`config.mk`:
```
export PLATFORM = sky130hd
export DESIGN_NAME = regfile_sb
export DESIGN_NICKNAME = d
export VERILOG_FILES = /design/src/rtl/regfile_sb.sv
export SDC_FILE = /design/constraint.sdc
export NUM_CORES = 2
export LEC_CHECK = 0
export ABC_CLOCK_PERIOD_IN_PS = 2750
export BUFFER_PORTS_ARGS = -buffer_cell sky130_fd_sc_hd__buf_2
export CORE_MARGIN = 2
export CORE_UTILIZATION = 55
export CTS_CLUSTER_SIZE = 40
export DETAILED_ROUTE_END_ITERATION = 10
export PLACE_DENSITY = 0.71
export SETUP_SLACK_MARGIN = 0.15
export SLEW_MARGIN = 30
export SYNTH_ARGS = -nofsm -noshare
export SYNTH_HDL_FRONTEND = slang
export SYNTH_SLANG_ARGS = --single-unit
```
`constraint.sdc`:
```
create_clock -name clk -period 2.75 [get_ports clk]
set_input_delay 0.1375 -clock clk [delete_from_list [all_inputs] [get_ports clk]]
set_output_delay 0.1375 -clock clk [all_outputs]
set_load 0.02 [all_outputs]
```
`src/rtl/regfile_sb.sv`:
```
// ---------------------------------------------------------------------------
// regfile_sb : register file with per-register pending (scoreboard) bits.
//
// Sits between decode (reads, pending sets) and writeback (writes, pending
// clears). Two combinational read ports, one synchronous write port,
// optional hardwired-zero register 0 and optional write-to-read bypass.
//
// Ports:
//   clk       in   rising-edge clock
//   reset_n   in   asynchronous active-low reset (clears data and pending)
//   we        in   write enable
//   waddr     in   write address
//   wdata     in   write data
//   raddr1    in   read port 1 address
//   rdata1    out  read port 1 data (combinational)
//   busy1     out  pending bit of raddr1 (combinational)
//   raddr2    in   read port 2 address
//   rdata2    out  read port 2 data (combinational)
//   busy2     out  pending bit of raddr2 (combinational)
//   set_pend  in   mark set_addr pending (instruction issued)
//   set_addr  in   register to mark pending
//   any_pend  out  OR of all pending bits
// ---------------------------------------------------------------------------
module regfile_sb #(
    parameter int unsigned WIDTH    = 32,
    parameter int unsigned DEPTH    = 32,
    parameter int unsigned AW       = $clog2(DEPTH),
    parameter int unsigned ZERO_REG = 1,
    parameter int unsigned BYPASS   = 1
) (
    input  logic             clk,
    input  logic             reset_n,
    input  logic             we,
    input  logic [AW-1:0]    waddr,
    input  logic [WIDTH-1:0] wdata,
    input  logic [AW-1:0]    raddr1,
    output logic [WIDTH-1:0] rdata1,
    output logic             busy1,
    input  logic [AW-1:0]    raddr2,
    output logic [WIDTH-1:0] rdata2,
    output logic             busy2,
    input  logic             set_pend,
    input  logic [AW-1:0]    set_addr,
    output logic             any_pend
);

    localparam logic ZERO_EN   = (ZERO_REG != 32'd0);
    localparam logic BYPASS_EN = (BYPASS != 32'd0);

    logic [WIDTH-1:0] r_mem [DEPTH];
    logic [DEPTH-1:0] r_pend;

    // An access to register 0 is void when it is hardwired to zero.
    logic w_wr_ok;
    logic w_set_ok;
    assign w_wr_ok  = we && !(ZERO_EN && (waddr == {AW{1'b0}}));
    assign w_set_ok = set_pend && !(ZERO_EN && (set_addr == {AW{1'b0}}));

    // Register storage: written only by an accepted write.
    always_ff @(posedge clk or negedge reset_n) begin
        if (!reset_n) begin
            for (int i = 0; i < int'(DEPTH); i++) begin
                r_mem[i] <= {WIDTH{1'b0}};
            end
        end else if (w_wr_ok) begin
            r_mem[waddr] <= wdata;
        end
    end

    // Pending bits: a write clears, an issue sets; the set is applied last so
    // a same-edge set on the written register wins (newer producer).
    always_ff @(posedge clk or negedge reset_n) begin
        if (!reset_n) begin
            r_pend <= {DEPTH{1'b0}};
        end else begin
            if (w_wr_ok) begin
                r_pend[waddr] <= 1'b0;
            end
            if (w_set_ok) begin
                r_pend[set_addr] <= 1'b1;
            end
        end
    end

    // Read port 1: storage lookup, bypass override, forced to zero in reset.
    always_comb begin
        rdata1 = r_mem[raddr1];
        busy1  = r_pend[raddr1];
        if (!reset_n) begin
            rdata1 = {WIDTH{1'b0}};
            busy1  = 1'b0;
        end else if (BYPASS_EN && w_wr_ok && (waddr == raddr1)) begin
            rdata1 = wdata;
            busy1  = 1'b0;
        end else begin
            rdata1 = r_mem[raddr1];
            busy1  = r_pend[raddr1];
        end
    end

    // Read port 2: same structure as port 1.
    always_comb begin
        rdata2 = r_mem[raddr2];
        busy2  = r_pend[raddr2];
        if (!reset_n) begin
            rdata2 = {WIDTH{1'b0}};
            busy2  = 1'b0;
        end else if (BYPASS_EN && w_wr_ok && (waddr == raddr2)) begin
            rdata2 = wdata;
            busy2  = 1'b0;
        end else begin
            rdata2 = r_mem[raddr2];
            busy2  = r_pend[raddr2];
        end
    end

    // Drain indication, forced low while reset is held.
    assign any_pend = reset_n & (|r_pend);

endmodule

```
## Word-level counts from Yosys, hierarchy flattened

Cells that the tools add are included.

| word-level totals | value |
|---|---|
| bits in registers | 1056 |
| output and inout port bits | 67 |
| logic and storage cells | 91 |

| operators by class | value |
|---|---|
| order comparisons | 10 |
| equal/unequal tests | 2 |
| mux-type cells | 27 |
| bitwise operators | 7 |
| reduce and logical (&&, ||, !) cells | 12 |

Operators by type and width:

| cell | number |
|---|---|
| 1024-bit bitwise mux | 1 |
| 32-bit 2-to-1 mux | 11 |
| 32-bit binary-select mux with 5-bit select | 2 |
| 32-bit demux with 5-bit select | 1 |
| 32-bit bitwise AND | 1 |
| 32-bit NOT | 1 |
| 32-bit bitwise OR | 1 |
| 32-bit OR reduction | 1 |
| 5-bit by 6-bit < comparator with 1-bit output, second input constant | 4 |
| 6-bit greater-or-equal comparator, second input constant | 3 |
| 5-bit NOT with 6-bit output | 3 |
| 1-bit binary-select mux with 5-bit select | 2 |
| 1-bit demux with 5-bit select | 2 |
| 5-bit == test | 2 |
| 5-bit by 1-bit greater-or-equal comparator with 1-bit output, second input constant | 2 |
| 5-bit zero test | 2 |
| 1-bit 2-to-1 mux | 8 |
| 1-bit logical AND | 7 |
| 6-bit by 1-bit < comparator with 1-bit output, second input constant | 1 |
| 1-bit zero test | 2 |
| 1-bit bitwise AND | 1 |

## Depth between registers and ports, before layout

| depth | value |
|---|---|
| depth in word-level cells | 9 |
| gate-level depth with buffers | 8 |
| gate-level depth less buffers | 4 |

## Worst setup path after synthesis

No wires, ideal clock.

| timing | value |
|---|---|
| kind | input to output |
| start point | in raddr1[0] |
| end point | out rdata1[19] |
| arrival time | 2.017 ns |
| required time | 2.612 ns |
| setup slack | 0.596 ns |
| stages | 7 |
| cells stage by stage | buf_2 buf_6 buf_2 or3b_2 o22ai_1 a2111oi_0 o32ai_1 |

| between the ends | value |
|---|---|
| longest elaborated chain between the ends | 6 |
| elaborated cells between the ends (all ways) | 8 |
| classes of those cells | 1 x eq/ne; 5 x mux; 1 x bitwise; 1 x reduce/logical |

Ends and longest elaborated chain:

| element | RTL line | source |
|---|---|---|
| start, declared | 36 | `input logic [AW-1:0] raddr1,` |
| 5-bit NOT with 6-bit output (not written as such) | 96 | `rdata1 = r_mem[raddr1];` |
| 32-bit binary-select mux with 5-bit select | 96 |  |
| 32-bit 2-to-1 mux (not written as such) (2 in series) | 96 |  |
| 32-bit 2-to-1 mux * | 92 | `end else if (BYPASS_EN && w_wr_ok && (waddr == raddr1)) begin` |
| 32-bit 2-to-1 mux * | 89 | `if (!reset_n) begin` |
| end, declared | 37 | `output logic [WIDTH-1:0] rdata1,` |

Mark *: on every way between the ends. The rest lies on a longest branch, timed or not. The select of a mux whose other input is x is not followed.

## Final worst setup path

| timing | value |
|---|---|
| start point | in raddr1[3] |
| end point | out rdata1[26] |

Same word-level chain as after synthesis.

==> reports/metrics.csv <==
metric,value,unit
p_per_area,718,nW/µm²
synth_nets,3851,
portBuffers,122,
dpl.hpwl,99.7,mm
grt_pass1_wl,260,mm
busiest_layer,met2,
leakage,28.1,nW
grt_pass1_vias,38100,
met3_usage,9.27,%
relSlewSlack,33.1,%
final_cell_mix,"1056 x dfrtp_1, 1024 x mux2_2, 472 x mux4_2",
synth-seq-area-share,46.9,%
grt.total_usage,34.1,%
instances_no_fill,5304,
die_area,105000,µm²
use_met1,48.3,%
critPathArrivalTime,2.55,ns
tightest_slew,1.00,ns
die_y,324,µm
gp_congestion,0.877,
total_power,46.5,mW
clkSinkCount,1056,
postLayoutCellArea,64700,µm²
async_flop_share,100,%
tns,0,ns
whs,0.0426,ns
use_met2,50.5,%
post_synth.cell_area_avg,14.8,µm²
ys_warn_count,0,
final-setup-viol-count,0,
fin_crit_sh,97.9,%
synth_top_flop_cell,dfrtp_1,
timing.hold.worst_path_depth,4,
synth_edf_count,0,
drive_above_1_share,55.8,%
vias_per_cell,7.16,
rows,117,
vdd_drop_max,0.523,mV
drt-pass1-iter-count,7,
nFillCells,7327,
start_kind,primary input,
cts_tree,built,
final_antenna_net_count,0,
routed_wl,177,mm
grt_max_degree,173,
setup_ws,0.0578,ns
synth_cells,3795,
numCtsBuffers,113,
wire_per_inst,33.3,µm
clkTransAtPathRegs,0.06,ns
final_common_cell,dfrtp_1,
core,102000,µm²
syn_to_final_growth,15.0,%
drc,0,
dieWidth,324,µm
status,completed,
crit_fanout,12,
vias,38000,
hp-class,in2reg,
dpl.cell_count,5045,
r2r_cells,3,
floorplan.initialDensity,55.4,%
htree_levels,3,
fin_util,63.6,%
io_pins,123,
antenna_found_initial,4,
worst_setup_path_end_kind,output pin,
clk_latency,0.70,ns
syn-cell-area,56300,µm²
grt_setup_unrepaired,yes,
ys_ff_latch,1056,
yosysUniqueCellTypes,51,
placed_cell_area,59400,µm²
slew_viol_final,0,
fmax,371,MHz
dp_slack,0.0359,ns
required,2.61,ns
nNetsFinal,3900,
fin_skew,0,ns
grt.overflow.total,0,
cts_buffer_depth,3,
fin_crit,2.69,ns
critical_path_class,in2out,
final_hold_viol_count,0,
drtIter0Drc,4600,
ctsRootBufferMaster,clkbuf_16,
max_cap_violations,0,
[per-layer routing]
layer  share of wire [%]  vias to the layer above  wire length, µm
li1                    -                    14900                -
met1                  40                    20500            71400
met2                  45                     2150            79800
met3                  11                      444            18600
met4                 3.9                        2             6970
met5              0.0045                        -                8
[repair_timing]
item | CTS | global route
endpoints found under the setup margin | 46 | 50
setup buffers | 22 | 11
hold endpoints to repair | 384 | 0
pin swaps | 66 | 24
resized for setup | 147 | 51
hold buffers | 17 | 0
[critical path: stages]
cell      delay, ns
buf_2          0.29
buf_4          0.23
buf_4          0.19
nand2b_1       0.72
o22ai_2        0.18
buf_4          0.18
o32ai_2        0.38
buf_4          0.22
[worst paths after layout]
check | from | end | slack [ns]
setup / recovery | raddr1[3] | rdata1[26] | 0.06
hold / removal | we | r_pend[27] | 0.04
setup reg to reg | r_pend[15] | r_pend[15] | 1.43
hold reg to reg | r_mem[992] | r_mem[992] | 0.39
max in group asynchronous | reset_n | r_mem[965] | 0.91
min in group asynchronous | reset_n | r_mem[989] | 0.16
[cell type report]
type | instances | area (µm²) | area share, %
clock inverter | 36 | 485 | 0.750
inverter | 37 | 139 | 0.215
timing repair buffer | 373 | 3640 | 5.62
clock buffer | 170 | 3370 | 5.21
multi-input combinational | 2263 | 29000 | 44.7
sequential | 1056 | 26400 | 40.8
antenna | 1 | 2.50 | 0.00386
tap | 1368 | 1710 | 2.64
[cell families after synthesis]
kind of cell / share of synthesized area [%]
AO/OA/AOI/OAI: 5.33
XOR/XNOR: 0.156
buffers and inverters: 3.57
flip-flops: 46.9
multiplexers: 41.8
AND/OR/NAND/NOR: 2.23
[power breakdown]
group	switching (mW)	internal [mW]
registers	2.26	18.5
logic	3.95	5.88
clock network	6.44	9.44
[flip-flops by register name, summed over array words and instances (netlist names)]
signal and count:
r_mem 1024, r_pend 32
[Yosys cell counts (3+ instances only)]
master	instances	area [µm²]
mux2_1	8	90.1
nor2_1	21	78.8
o22a_1	29	254
o311ai_0	4	35.0
mux2_2	1029	11600
buf_2	135	676
xnor2_1	10	87.6
dfrtp_1	1056	26400
o21ai_0	43	215
nor3b_1	3	22.5
o31ai_1	3	22.5
a22o_1	42	368
buf_1	53	199
o32ai_1	31	272
nor3_1	5	25.0
nand2_1	73	274
nor2b_1	6	37.5
nor3b_2	3	37.5
nand4b_1	6	52.6
mux2i_1	123	1230
nand2b_1	7	43.8
or3_1	3	18.8
buf_4	12	90.1
nand3b_1	11	82.6
or3b_2	6	52.6
clkbuf_1	238	893
a32o_1	36	360
a22oi_1	89	668
nand4_1	32	200
or2_2	3	18.8
inv_1	36	135
a2111oi_0	30	263
o22ai_1	69	432
nor4_1	9	56.3
o2bb2ai_1	4	35.0
mux4_2	472	10600
nand3_1	37	185
(Power assumes the default switching activity.)
